--- config.mk ---
export PLATFORM = sky130hd
export DESIGN_NAME = wb_axi_bridge_v2_flat
export DESIGN_NICKNAME = d
export VERILOG_FILES = /design/src/rtl/wb_axi_pkg.sv /design/src/rtl/wb_axi_bridge_v2_if.sv /design/src/rtl/wb_axi_len_ctr.sv /design/src/rtl/wb_axi_bridge_v2.sv /design/src/flat_wrapper.sv
export SDC_FILE = /design/constraint.sdc
export NUM_CORES = 1
export LEC_CHECK = 0
export CAP_MARGIN = 30
export CORE_MARGIN = 2
export CORE_UTILIZATION = 55
export DETAILED_ROUTE_END_ITERATION = 16
export DONT_BUFFER_PORTS = 1
export PLACE_DENSITY_LB_ADDON = 0.2
export SYNTH_ARGS = -nofsm -noshare
export SYNTH_HDL_FRONTEND = slang
export SYNTH_HIERARCHICAL = 1
export SYNTH_SLANG_ARGS = --single-unit
--- constraint.sdc ---
create_clock -name wb_clk_i -period 3.9 [get_ports wb_clk_i]
set_input_delay 0.975 -clock wb_clk_i [delete_from_list [all_inputs] [get_ports wb_clk_i]]
set_output_delay 0.975 -clock wb_clk_i [all_outputs]
set_load 0.005 [all_outputs]
--- src/rtl/wb_axi_pkg.sv ---
// Shared types and defaults for the Wishbone to AXI4-Lite / AXI-Stream bridge family.
package wb_axi_pkg;

  typedef enum logic [3:0] {
    ST_IDLE,
    ST_WR,
    ST_B,
    ST_RD_A,
    ST_RD_D,
    ST_SS,
    ST_SM,
    ST_ACK,
    ST_ERR
  } state_t;

  localparam int          TMO_W         = 8;
  localparam logic [31:0] ERR_DATA_DFLT = 32'hDEAD_BEEF;
  localparam logic [11:0] SS_OFF_DFLT   = 12'h040;
  localparam logic [11:0] SM_OFF_DFLT   = 12'h044;
  localparam logic [11:0] LEN_OFF_DFLT  = 12'h010;

  // States in which a peer handshake is outstanding and the hang timer runs.
  function automatic logic is_busy(input state_t s);
    return s inside {ST_WR, ST_B, ST_RD_A, ST_RD_D, ST_SS, ST_SM};
  endfunction

endpackage

--- src/rtl/wb_axi_bridge_v2_if.sv ---
// Bus bundle for the bridge: Wishbone slave port, AXI4-Lite master and AXI-Stream master/slave.
interface wb_axi_bridge_v2_if #(
  parameter int ADDR_W = 12
);
  logic              wbs_stb_i;
  logic              wbs_cyc_i;
  logic              wbs_we_i;
  logic [3:0]        wbs_sel_i;
  logic [31:0]       wbs_adr_i;
  logic [31:0]       wbs_dat_i;
  logic              wbs_ack_o;
  logic [31:0]       wbs_dat_o;
  logic              awvalid;
  logic              awready;
  logic [ADDR_W-1:0] awaddr;
  logic              wvalid;
  logic              wready;
  logic [31:0]       wdata;
  logic [3:0]        wstrb;
  logic              bvalid;
  logic              bready;
  logic              arvalid;
  logic              arready;
  logic [ADDR_W-1:0] araddr;
  logic              rvalid;
  logic              rready;
  logic [31:0]       rdata;
  logic              ss_tvalid;
  logic              ss_tready;
  logic [31:0]       ss_tdata;
  logic              ss_tlast;
  logic              sm_tvalid;
  logic              sm_tready;
  logic [31:0]       sm_tdata;
  logic              sm_tlast;

  // "slave" is the bridge (Wishbone slave side); "master" is the surrounding environment.
  modport slave (
    input  wbs_stb_i, wbs_cyc_i, wbs_we_i, wbs_sel_i, wbs_adr_i, wbs_dat_i,
    output wbs_ack_o, wbs_dat_o,
    output awvalid, awaddr, wvalid, wdata, wstrb, bready, arvalid, araddr, rready,
    input  awready, wready, bvalid, arready, rvalid, rdata,
    output ss_tvalid, ss_tdata, ss_tlast, sm_tready,
    input  ss_tready, sm_tvalid, sm_tdata, sm_tlast
  );

  modport master (
    output wbs_stb_i, wbs_cyc_i, wbs_we_i, wbs_sel_i, wbs_adr_i, wbs_dat_i,
    input  wbs_ack_o, wbs_dat_o,
    input  awvalid, awaddr, wvalid, wdata, wstrb, bready, arvalid, araddr, rready,
    output awready, wready, bvalid, arready, rvalid, rdata,
    input  ss_tvalid, ss_tdata, ss_tlast, sm_tready,
    output ss_tready, sm_tvalid, sm_tdata, sm_tlast
  );
endinterface

--- src/rtl/wb_axi_len_ctr.sv ---
// Stream length counter: loaded by a register write, decremented per beat, flags the last beat.
module wb_axi_len_ctr #(
  parameter int DATA_W = 32
) (
  input  logic              clk,
  input  logic              rst,
  input  logic              load,
  input  logic [DATA_W-1:0] load_val,
  input  logic              dec,
  output logic              last
);

  logic [DATA_W-1:0] len_cnt;

  // Saturates at zero so an unprogrammed length never produces tlast.
  always_ff @(posedge clk) begin
    if (rst) begin
      len_cnt <= '0;
    end else if (load) begin
      len_cnt <= load_val;
    end else if (dec && (len_cnt != '0)) begin
      len_cnt <= len_cnt - DATA_W'(1);
    end
  end

  assign last = (len_cnt == DATA_W'(1));

endmodule

--- src/rtl/wb_axi_bridge_v2.sv ---
// Registered Wishbone-slave bridge to AXI4-Lite master and AXI-Stream master/slave with hang timeout.
module wb_axi_bridge_v2
  import wb_axi_pkg::*;
#(
  parameter logic [31:0] BASE_ADDR = 32'h3000_0000,
  parameter int          ADDR_W    = 12,
  parameter logic [ADDR_W-1:0] SS_OFF  = ADDR_W'(SS_OFF_DFLT),
  parameter logic [ADDR_W-1:0] SM_OFF  = ADDR_W'(SM_OFF_DFLT),
  parameter logic [ADDR_W-1:0] LEN_OFF = ADDR_W'(LEN_OFF_DFLT),
  parameter int          TIMEOUT   = 255,
  parameter logic [31:0] ERR_DATA  = ERR_DATA_DFLT
) (
  input  logic                wb_clk_i,
  input  logic                wb_rst_i,
  wb_axi_bridge_v2_if.slave   bus,
  output logic                timeout_o
);

  state_t            state_q, state_nx;
  logic [TMO_W-1:0]  tmo_cnt;
  logic              aw_done, w_done;
  logic [ADDR_W-1:0] off, addr_q;
  logic [31:0]       data_q, dat_q, dat_d;
  logic [3:0]        sel_q;
  logic              req, in_win, tmo_hit, tmo_set, len_load, len_last;
  logic              aw_hs, w_hs, b_hs, ar_hs, r_hs, ss_hs, sm_hs;
  logic              awvalid_q, wvalid_q, bready_q, arvalid_q, rready_q;
  logic              ss_tvalid_q, ss_tlast_q, sm_tready_q, ack_q;
  logic              awvalid_d, wvalid_d, bready_d, arvalid_d, rready_d;
  logic              ss_tvalid_d, ss_tlast_d, sm_tready_d, ack_d;

  assign off     = bus.wbs_adr_i[ADDR_W-1:0];
  assign in_win  = (bus.wbs_adr_i[31:ADDR_W] == BASE_ADDR[31:ADDR_W]);
  assign req     = bus.wbs_cyc_i && bus.wbs_stb_i && in_win && !ack_q;
  assign tmo_hit = (tmo_cnt == TMO_W'(TIMEOUT));

  assign aw_hs = awvalid_q   && bus.awready;
  assign w_hs  = wvalid_q    && bus.wready;
  assign b_hs  = bready_q    && bus.bvalid;
  assign ar_hs = arvalid_q   && bus.arready;
  assign r_hs  = rready_q    && bus.rvalid;
  assign ss_hs = ss_tvalid_q && bus.ss_tready;
  assign sm_hs = sm_tready_q && bus.sm_tvalid;

  always_ff @(posedge wb_clk_i) begin
    if (wb_rst_i) state_q <= ST_IDLE;
    else          state_q <= state_nx;
  end

  // A handshake landing on the timeout cycle wins: the peer has already consumed it.
  always_comb begin
    state_nx = state_q;
    unique case (state_q)
      ST_IDLE: if (req) begin
        if (off == SS_OFF)      state_nx = bus.wbs_we_i ? ST_SS : ST_ERR;
        else if (off == SM_OFF) state_nx = bus.wbs_we_i ? ST_ERR : ST_SM;
        else                    state_nx = bus.wbs_we_i ? ST_WR : ST_RD_A;
      end
      ST_WR:   if ((aw_done || aw_hs) && (w_done || w_hs)) state_nx = ST_B;
               else if (tmo_hit)                           state_nx = ST_ERR;
      ST_B:    if (b_hs)  state_nx = ST_ACK; else if (tmo_hit) state_nx = ST_ERR;
      ST_RD_A: if (ar_hs) state_nx = ST_RD_D; else if (tmo_hit) state_nx = ST_ERR;
      ST_RD_D: if (r_hs)  state_nx = ST_ACK; else if (tmo_hit) state_nx = ST_ERR;
      ST_SS:   if (ss_hs) state_nx = ST_ACK; else if (tmo_hit) state_nx = ST_ERR;
      ST_SM:   if (sm_hs) state_nx = ST_ACK; else if (tmo_hit) state_nx = ST_ERR;
      ST_ACK:  state_nx = ST_IDLE;
      ST_ERR:  state_nx = ST_IDLE;
      default: state_nx = ST_IDLE;
    endcase
  end

  always_comb begin
    awvalid_d   = (state_nx == ST_WR) && !(aw_done || aw_hs);
    wvalid_d    = (state_nx == ST_WR) && !(w_done || w_hs);
    bready_d    = (state_nx == ST_B);
    arvalid_d   = (state_nx == ST_RD_A);
    rready_d    = (state_nx == ST_RD_D);
    ss_tvalid_d = (state_nx == ST_SS);
    sm_tready_d = (state_nx == ST_SM);
    ss_tlast_d  = ss_tvalid_d && len_last;
    ack_d       = (state_nx inside {ST_ACK, ST_ERR}) && bus.wbs_cyc_i;
    tmo_set     = (state_nx == ST_ERR);
    dat_d       = dat_q;
    if (state_nx == ST_ERR) dat_d = ERR_DATA;
    else if (r_hs)          dat_d = bus.rdata;
    else if (sm_hs)         dat_d = bus.sm_tdata;
  end

  always_ff @(posedge wb_clk_i) begin
    if (wb_rst_i) begin
      awvalid_q   <= 1'b0;
      wvalid_q    <= 1'b0;
      bready_q    <= 1'b0;
      arvalid_q   <= 1'b0;
      rready_q    <= 1'b0;
      ss_tvalid_q <= 1'b0;
      ss_tlast_q  <= 1'b0;
      sm_tready_q <= 1'b0;
      ack_q       <= 1'b0;
      dat_q       <= '0;
      timeout_o   <= 1'b0;
      tmo_cnt     <= '0;
      aw_done     <= 1'b0;
      w_done      <= 1'b0;
    end else begin
      awvalid_q   <= awvalid_d;
      wvalid_q    <= wvalid_d;
      bready_q    <= bready_d;
      arvalid_q   <= arvalid_d;
      rready_q    <= rready_d;
      ss_tvalid_q <= ss_tvalid_d;
      ss_tlast_q  <= ss_tlast_d;
      sm_tready_q <= sm_tready_d;
      ack_q       <= ack_d;
      dat_q       <= dat_d;
      if (tmo_set) timeout_o <= 1'b1;
      if (state_q == ST_IDLE)   tmo_cnt <= '0;
      else if (is_busy(state_q)) tmo_cnt <= tmo_cnt + TMO_W'(1);
      aw_done <= (state_q == ST_IDLE) ? 1'b0 : (aw_done || aw_hs);
      w_done  <= (state_q == ST_IDLE) ? 1'b0 : (w_done || w_hs);
    end
  end

  // Request fields are frozen at IDLE exit so AXI address/data stay stable under valid.
  always_ff @(posedge wb_clk_i) begin
    if (state_q == ST_IDLE && req) begin
      addr_q <= off;
      data_q <= bus.wbs_dat_i;
      sel_q  <= bus.wbs_sel_i;
    end
  end

  assign len_load = b_hs && (addr_q == LEN_OFF);

  wb_axi_len_ctr #(.DATA_W(32)) u_len (
    .clk      (wb_clk_i),
    .rst      (wb_rst_i),
    .load     (len_load),
    .load_val (data_q),
    .dec      (ss_hs),
    .last     (len_last)
  );

  assign bus.awvalid   = awvalid_q;
  assign bus.awaddr    = addr_q;
  assign bus.wvalid    = wvalid_q;
  assign bus.wdata     = data_q;
  assign bus.wstrb     = sel_q;
  assign bus.bready    = bready_q;
  assign bus.arvalid   = arvalid_q;
  assign bus.araddr    = addr_q;
  assign bus.rready    = rready_q;
  assign bus.ss_tvalid = ss_tvalid_q;
  assign bus.ss_tdata  = data_q;
  assign bus.ss_tlast  = ss_tlast_q;
  assign bus.sm_tready = sm_tready_q;
  assign bus.wbs_ack_o = ack_q;
  assign bus.wbs_dat_o = dat_q;

  sm_tlast_with_tvalid: assert property (
    @(posedge wb_clk_i) disable iff (wb_rst_i) bus.sm_tlast |-> bus.sm_tvalid);

endmodule

--- src/flat_wrapper.sv ---
// flat-port wrapper written by rule: the top's interface ports become plain ports
module wb_axi_bridge_v2_flat import wb_axi_pkg::*;
#(
  parameter logic [31:0] BASE_ADDR = 32'h3000_0000,
  parameter int          ADDR_W    = 12,
  parameter logic [ADDR_W-1:0] SS_OFF  = ADDR_W'(SS_OFF_DFLT),
  parameter logic [ADDR_W-1:0] SM_OFF  = ADDR_W'(SM_OFF_DFLT),
  parameter logic [ADDR_W-1:0] LEN_OFF = ADDR_W'(LEN_OFF_DFLT),
  parameter int          TIMEOUT   = 255,
  parameter logic [31:0] ERR_DATA  = ERR_DATA_DFLT
)
  (wb_clk_i, wb_rst_i, timeout_o, bus_wbs_stb_i, bus_wbs_cyc_i, bus_wbs_we_i, bus_wbs_sel_i, bus_wbs_adr_i, bus_wbs_dat_i, bus_wbs_ack_o, bus_wbs_dat_o, bus_awvalid, bus_awaddr, bus_wvalid, bus_wdata, bus_wstrb, bus_bready, bus_arvalid, bus_araddr, bus_rready, bus_awready, bus_wready, bus_bvalid, bus_arready, bus_rvalid, bus_rdata, bus_ss_tvalid, bus_ss_tdata, bus_ss_tlast, bus_sm_tready, bus_ss_tready, bus_sm_tvalid, bus_sm_tdata, bus_sm_tlast);
  wb_axi_bridge_v2_if #(.ADDR_W(ADDR_W)) bus_i ();
  input  logic wb_clk_i;
  input  logic wb_rst_i;
  output logic timeout_o;
  input wire logic [$bits(bus_i.wbs_stb_i)-1:0] bus_wbs_stb_i;
  input wire logic [$bits(bus_i.wbs_cyc_i)-1:0] bus_wbs_cyc_i;
  input wire logic [$bits(bus_i.wbs_we_i)-1:0] bus_wbs_we_i;
  input wire logic [$bits(bus_i.wbs_sel_i)-1:0] bus_wbs_sel_i;
  input wire logic [$bits(bus_i.wbs_adr_i)-1:0] bus_wbs_adr_i;
  input wire logic [$bits(bus_i.wbs_dat_i)-1:0] bus_wbs_dat_i;
  output wire logic [$bits(bus_i.wbs_ack_o)-1:0] bus_wbs_ack_o;
  output wire logic [$bits(bus_i.wbs_dat_o)-1:0] bus_wbs_dat_o;
  output wire logic [$bits(bus_i.awvalid)-1:0] bus_awvalid;
  output wire logic [$bits(bus_i.awaddr)-1:0] bus_awaddr;
  output wire logic [$bits(bus_i.wvalid)-1:0] bus_wvalid;
  output wire logic [$bits(bus_i.wdata)-1:0] bus_wdata;
  output wire logic [$bits(bus_i.wstrb)-1:0] bus_wstrb;
  output wire logic [$bits(bus_i.bready)-1:0] bus_bready;
  output wire logic [$bits(bus_i.arvalid)-1:0] bus_arvalid;
  output wire logic [$bits(bus_i.araddr)-1:0] bus_araddr;
  output wire logic [$bits(bus_i.rready)-1:0] bus_rready;
  input wire logic [$bits(bus_i.awready)-1:0] bus_awready;
  input wire logic [$bits(bus_i.wready)-1:0] bus_wready;
  input wire logic [$bits(bus_i.bvalid)-1:0] bus_bvalid;
  input wire logic [$bits(bus_i.arready)-1:0] bus_arready;
  input wire logic [$bits(bus_i.rvalid)-1:0] bus_rvalid;
  input wire logic [$bits(bus_i.rdata)-1:0] bus_rdata;
  output wire logic [$bits(bus_i.ss_tvalid)-1:0] bus_ss_tvalid;
  output wire logic [$bits(bus_i.ss_tdata)-1:0] bus_ss_tdata;
  output wire logic [$bits(bus_i.ss_tlast)-1:0] bus_ss_tlast;
  output wire logic [$bits(bus_i.sm_tready)-1:0] bus_sm_tready;
  input wire logic [$bits(bus_i.ss_tready)-1:0] bus_ss_tready;
  input wire logic [$bits(bus_i.sm_tvalid)-1:0] bus_sm_tvalid;
  input wire logic [$bits(bus_i.sm_tdata)-1:0] bus_sm_tdata;
  input wire logic [$bits(bus_i.sm_tlast)-1:0] bus_sm_tlast;
  assign bus_i.wbs_stb_i = bus_wbs_stb_i;
  assign bus_i.wbs_cyc_i = bus_wbs_cyc_i;
  assign bus_i.wbs_we_i = bus_wbs_we_i;
  assign bus_i.wbs_sel_i = bus_wbs_sel_i;
  assign bus_i.wbs_adr_i = bus_wbs_adr_i;
  assign bus_i.wbs_dat_i = bus_wbs_dat_i;
  assign bus_wbs_ack_o = bus_i.wbs_ack_o;
  assign bus_wbs_dat_o = bus_i.wbs_dat_o;
  assign bus_awvalid = bus_i.awvalid;
  assign bus_awaddr = bus_i.awaddr;
  assign bus_wvalid = bus_i.wvalid;
  assign bus_wdata = bus_i.wdata;
  assign bus_wstrb = bus_i.wstrb;
  assign bus_bready = bus_i.bready;
  assign bus_arvalid = bus_i.arvalid;
  assign bus_araddr = bus_i.araddr;
  assign bus_rready = bus_i.rready;
  assign bus_i.awready = bus_awready;
  assign bus_i.wready = bus_wready;
  assign bus_i.bvalid = bus_bvalid;
  assign bus_i.arready = bus_arready;
  assign bus_i.rvalid = bus_rvalid;
  assign bus_i.rdata = bus_rdata;
  assign bus_ss_tvalid = bus_i.ss_tvalid;
  assign bus_ss_tdata = bus_i.ss_tdata;
  assign bus_ss_tlast = bus_i.ss_tlast;
  assign bus_sm_tready = bus_i.sm_tready;
  assign bus_i.ss_tready = bus_ss_tready;
  assign bus_i.sm_tvalid = bus_sm_tvalid;
  assign bus_i.sm_tdata = bus_sm_tdata;
  assign bus_i.sm_tlast = bus_sm_tlast;
  wb_axi_bridge_v2 #(.BASE_ADDR(BASE_ADDR), .ADDR_W(ADDR_W), .SS_OFF(SS_OFF), .SM_OFF(SM_OFF), .LEN_OFF(LEN_OFF), .TIMEOUT(TIMEOUT), .ERR_DATA(ERR_DATA)) u_core (.wb_clk_i(wb_clk_i), .wb_rst_i(wb_rst_i), .bus(bus_i), .timeout_o(timeout_o));
endmodule
======== Word level (Yosys, flattened, before mapping) ========
Cells that the tools add are included.
operators by class
  $add $sub $neg .......................... 2
  eq/ne operators ......................... 20
  mux-type cells .......................... 19
  reductions and logical operators ........ 32
operators by type and width
  kind                   number
  $mux 32                5
  $mux 4                 12
  $eq 32x1->1 const B    1
  $reduce_bool 32->1     1
  $sub 32x1->32 const B  1
  $eq 4x3->1 const B     7
  $pmux 4 s7             1
  $eq 12x7->1 const B    2
  $eq 20x18->1 const B   1
  $logic_and 1x1->1      18
  $eq 4x2->1 const B     4
  $eq 12x5->1 const B    1
  $add 8x1->8 const B    1
  $eq 4x1->1 const B     2
  $eq 8x8->1 const B     1
  $reduce_bool 2->1      3
  $reduce_bool 6->1      1
  $eq 4x4->1 const B     1
  $logic_not 4->1        1
  $reduce_or 2->1        2
  $logic_not 1->1        3
  $reduce_bool 3->1      1
  $logic_or 1x1->1       2
  $mux 2                 1
word-level totals
  register bits after elaboration ......... 136
  logic and storage cells ................. 93

======== Logic depth before layout (Yosys ltp) ========
  depth in word-level cells ............... 8
  depth in mapped cells ................... 9
  gate-level depth less buffers ........... 7

======== Cells and area by module ========
The synthesis kept the hierarchy.
modules (own cells, without submodules)
  module            instances  cells each  area an instance (µm²)  seq. area each (µm²)
  wb_axi_bridge_v2  1          472         4,640.7                 2,562.5
  wb_axi_len_ctr    1          260         2,127.0                 640.6

======== Least setup slack after synthesis ========
No wires, ideal clock.
  kind .................................... in2reg
  start ................................... in bus_wbs_adr_i[20]
  end ..................................... reg u_core.addr_q[0], in the netlist u_core/bus.araddr[0], enable pin
  arrival time ............................ 3.596 ns
  slack ................................... -0.150 ns
  stages on the path ...................... 3
  path through ............................ nor4b_1 -> nand4_1 -> nor2_1
on the way
  word-level cells in the longest chain between the ends .. 4
RTL lines
  what                             line                     text
  start, declared                  flat_wrapper.sv:21       input wire logic [$bits(bus_i.wbs_adr_i)-1:0] bus_wbs_adr_i;
  $eq 20x18->1                     wb_axi_bridge_v2.sv:33   assign in_win = (bus.wbs_adr_i[31:ADDR_W] == BASE_ADDR[31:ADDR_W]);
  $logic_and 1x1->1 (2 in series)  wb_axi_bridge_v2.sv:34   assign req = bus.wbs_cyc_i && bus.wbs_stb_i && in_win && !ack_q;
  $logic_and 1x1->1                wb_axi_bridge_v2.sv:126  if (state_q == ST_IDLE && req) begin
  end signal, assigned             wb_axi_bridge_v2.sv:127  addr_q <= off;
  end, declared                    wb_axi_bridge_v2.sv:22   logic [ADDR_W-1:0] off, addr_q;
Every way passes these cells.
A chain may end at the register's enable or synchronous reset.

======== Worst setup path in the final report ========
  start ................................... reg u_core.u_len.len_cnt[24]
  end ..................................... reg u_core.u_len.len_cnt[10]
on the way
  word-level cells in the longest chain between the ends .. 3
RTL lines
  what                                line                  text
  start, declared                     wb_axi_len_ctr.sv:13  logic [DATA_W-1:0] len_cnt;
  start signal, assigned              wb_axi_len_ctr.sv:20  len_cnt <= load_val;
  start signal, assigned              wb_axi_len_ctr.sv:22  len_cnt <= len_cnt - DATA_W'(1);
  $reduce_bool 32->1                  wb_axi_len_ctr.sv:21  end else if (dec && (len_cnt != '0)) begin
  $logic_and 1x1->1                   wb_axi_len_ctr.sv:21
  $reduce_bool 2->1 (no source line)  --
Every way passes these cells.

==> flow_metrics.py <==
metrics = {
    "setup_path": {
        "path_class": "reg -> reg",
        "crit_slowest_cell": "o31ai_4",
        "cp_max_fo": 27,
        "crit_top_cell": "or4_4",
        "critical_path.cell_chain": "or4_4 -> or4_4 -> o31ai_4 -> o41ai_1 -> a311oi_1",
        "endpoint_kind": "register",
        "slowest_delay_ns": 0.88,
        "cp_data_arrival_time_ns": 3.25,
        "critPathLaunchType": "register",
        "r2r_cells": 5,
        "critical_path_required_ns": 4.20,
    },
    "power": {
        "power.leakage_nw": 2.52,
        "ir_drop_uv": 317,
        "p_per_area_mw_per_mm2": 423,
    },
    "finish": {
        "ff_latch_area_sq_mm": 0.00320,
        "multi_input_area_sq_mm": 0.00298,
        "layout-drive-gt1-share_pct": 10.3,
        "fillCellCount": 1031,
        "area_growth_pct": 5.23,
        "fin_nets": 823,
        "fin_cells": 837,
    },
    "hold_path": {
        "hold_class": "reg -> reg",
        "whs_path_depth": 2,
    },
    "floorplanning": {
        "initial_core_util_pct": 56.3,
        "core-area_sq_mm": 0.0120,
        "dieArea_sq_mm": 0.0132,
        "num_rows": 40,
        "die_w_microns": 115,
        "die_y_microns": 115,
        "ioPinCount": 279,
    },
    "sta": {
        "fmax_ghz": 0.339,
        "maxSlewViolCount": 0,
        "finalSetupTns_ns": 0,
        "rsz0062_at_grt": "false",
        "min_period_ns": 2.95,
        "finalCritPeriodShare_pct": 75.6,
        "maxSlewHeadroom_pct": 34.1,
        "tightest_slew_ns": 0.988,
        "setup_viol": 0,
        "finalClockSkew_ns": 0.00696,
        "hold_violations": 0,
    },
    "global_route": {
        "grt_pass1_vias": 5063,
        "grt_antenna_before_repair": 3,
        "grt_usage_pct": 26.2,
        "grt_pass1_wl_mm": 26.8,
        "grt_max_degree": 79,
        "gr-total-overflow": 0,
    },
    "placement": {
        "portBuffers": 0,
        "dp.cells": 802,
        "dpl.hpwl_mm": 12.6,
        "gp_congestion": 0.932,
    },
    "synthesis": {
        "muxShareOfSynthArea_pct": 0.592,
        "synth-compound-area-share_pct": 16.1,
        "ys.flop_type": "dfxtp_1",
        "synth-seq-cells": 136,
        "yosys.area_share.simple_pct": 25.4,
        "synth_edf_count": 48,
        "synthXorXnorAreaFrac_pct": 1.29,
        "synth_top_family_by_area": "simple AND/OR/NAND/NOR gates",
        "synth.top_cell.area_share_pct": 26.0,
        "synth.avg_cell_area_sq_um": 9.25,
        "ys_warn_count": 6,
        "synth_cell_type_count": 74,
        "synthAdderAreaFrac_pct": 0.555,
        "syn-num-nets": 880,
        "async_flop_share_pct": 0,
        "synth_cells": 732,
        "seq_area_frac_synth_pct": 47.3,
        "synthTopCellsByArea": "dfxtp_1, edfxtp_1, nand2_1",
        "synth_area_leader_cell": "dfxtp_1",
        "netlist_area_sq_mm": 0.00677,
    },
    "clock_tree": {
        "clkSlewWorstSetupHoldPaths_ns": 0.06,
        "cts_buffers": 17,
        "clk_latency_ns": 0.42,
        "cts_resized": 0,
        "hold_buffers": 0,
        "cts_max_level": 4,
        "cts.path.max_buffers": 2,
        "clock_sinks": 136,
        "root_buffer": "clkbuf_16",
        "cts_setup_buffers": 0,
        "cts_tree": "built",
    },
    "detailed_routing": {
        "via_per_inst": 6.49,
        "drt_pass1_iterations": 5,
        "dr.first_iter.drc_count": 414,
        "vias": 5434,
        "drtAntennaViolNets": 0,
        "drcViolationCount": 0,
        "wl_per_cell_microns": 20.9,
        "drt-total-wl_mm": 17.5,
    },
    "flow_run": {
        "maxCapViolCount": 0,
    },
    "status": {
        "status": "finished clean",
    },
}
per-stage QoR:
step | worst slack, ns | hold slack (ns) | power (mW) | util (%) | cell area (sq um)
global route | 0.816 | 0.492 | 3.10 | 59.3 | 7120
CTS | 0.986 | 0.474 | 3.04 | 59.0 | 7090
detailed placement | 1.01 | 0.466 | 1.51 | 54.2 | 6510
floorplan | 0.632 | 0.442 | 1.51 | - | 6770
finish | 0.953 | 0.468 | 3.01 | 59.3 | 7120
global placement | 1.12 | 0.463 | 1.50 | 54.2 | 6510
flip-flops by register name, indices dropped and copies added, names as in the netlist:
| name | flops |
|---|---|
| u_core/u_len/len_cnt | 32 |
| u_core/w_done | 1 |
| u_core/bus.bready | 1 |
| u_core/bus.awvalid | 1 |
| u_core/aw_done | 1 |
| u_core/bus.wbs_ack_o | 1 |
| u_core/bus.wstrb | 4 |
| u_core/bus.ss_tdata | 32 |
| u_core/bus.sm_tready | 1 |
| u_core/state_q | 4 |
| u_core/bus.ss_tvalid | 1 |
| u_core/bus.wbs_dat_o | 32 |
| u_core/tmo_cnt | 8 |
| u_core/bus.ss_tlast | 1 |
| u_core/bus.araddr | 12 |
| u_core/bus.wvalid | 1 |
| u_core/bus.arvalid | 1 |
| u_core/bus.rready | 1 |
| u_core/timeout_o | 1 |
per-layer routing:
metal,vias up,wire (microns),track usage (%)
li1,2563,-,-
met1,2614,7230,33.1
met2,226,8430,40.9
met3,29,1520,10.7
met4,2,327,9.00
met5,-,16,0
cell families after synthesis:
family                   Yosys count
flip-flops                       136
AO/OA/AOI/OAI                    155
AND/OR/NAND/NOR                  323
adder cells (fa/ha/maj)            3
buffers and inverters            101
multiplexers                       4
XOR/XNOR                          10
cell usage in the layout, fill, tap and decap left out, types with 4 or more instances in the layout:
| cell type | n |
|---|---|
| a211oi_1 | 9 |
| a21oi_1 | 34 |
| a311oi_1 | 14 |
| a311oi_2 | 5 |
| a31oi_1 | 7 |
| and3_1 | 6 |
| buf_4 | 8 |
| clkbuf_16 | 20 |
| clkinv_2 | 6 |
| dfxtp_1 | 88 |
| edfxtp_1 | 48 |
| inv_1 | 14 |
| mux2i_1 | 4 |
| nand2_1 | 95 |
| nand2b_1 | 8 |
| nand3_1 | 48 |
| nand3b_1 | 4 |
| nand4_1 | 6 |
| nor2_1 | 51 |
| nor2b_1 | 5 |
| nor3_1 | 22 |
| nor4_1 | 18 |
| nor4b_1 | 5 |
| o21ai_0 | 39 |
| o31ai_1 | 12 |
| or3_1 | 11 |
| or4_1 | 12 |
| xor2_1 | 7 |
critical path: cells and delay by family (launching register included):
kind / cells / cell delay, ns
flip-flops: 1 / 0.35
AND/OR/NAND/NOR: 2 / 1.10
AO/OA/AOI/OAI: 3 / 1.38
Yosys cell counts, drive strengths merged, types with 3 or more instances:
| library cell | count |
|---|---|
| and2 | 4 |
| nor4b | 5 |
| mux2i | 4 |
| a221oi | 3 |
| a2111oi | 3 |
| nand3b | 4 |
| a21oi | 34 |
| edfxtp | 48 |
| a31oi | 7 |
| dfxtp | 88 |
| a211oi | 10 |
| a311oi | 19 |
| nor2 | 52 |
| buf | 59 |
| and3 | 6 |
| nand2b | 8 |
| nor4 | 23 |
| nand4 | 8 |
| xor2 | 7 |
| nor2b | 5 |
| or2 | 3 |
| nand3 | 49 |
| nor3 | 25 |
| or3 | 11 |
| nand4b | 3 |
| clkbuf | 27 |
| ha | 3 |
| nand2 | 95 |
| inv | 15 |
| o31ai | 13 |
| or4 | 14 |
| xnor2 | 3 |
| o21ai | 43 |
layout make-up:
type,count,area share (%)
well taps,147,2.58
flip-flops and latches,136,45.0
repair buffers,10,1.51
clock buffers,22,7.27
multi-input cells,495,41.9
diodes,2,0.0703
inverters,15,0.791
clock inverters,10,0.896
power breakdown:
part / switching [mW] / internal (mW) / leakage [nW]
clock: 0.599 / 0.939 / 0.291
sequential: 0.000000218 / 1.47 / 1.14
combinational: 0.00267 / 0.00531 / 1.09
total: 0.602 / 2.41 / 2.52
path summary, 6_finish.rpt:
check                           start                  endpoint  slack, ns
max          u_core/u_len/len_cnt[24]  u_core/u_len/len_cnt[10]       0.95
min                  u_core/timeout_o          u_core/timeout_o       0.47
max reg2reg  u_core/u_len/len_cnt[24]  u_core/u_len/len_cnt[10]       0.95
min reg2reg          u_core/timeout_o          u_core/timeout_o       0.47
Note: power is estimated with default switching activity, not from simulation.
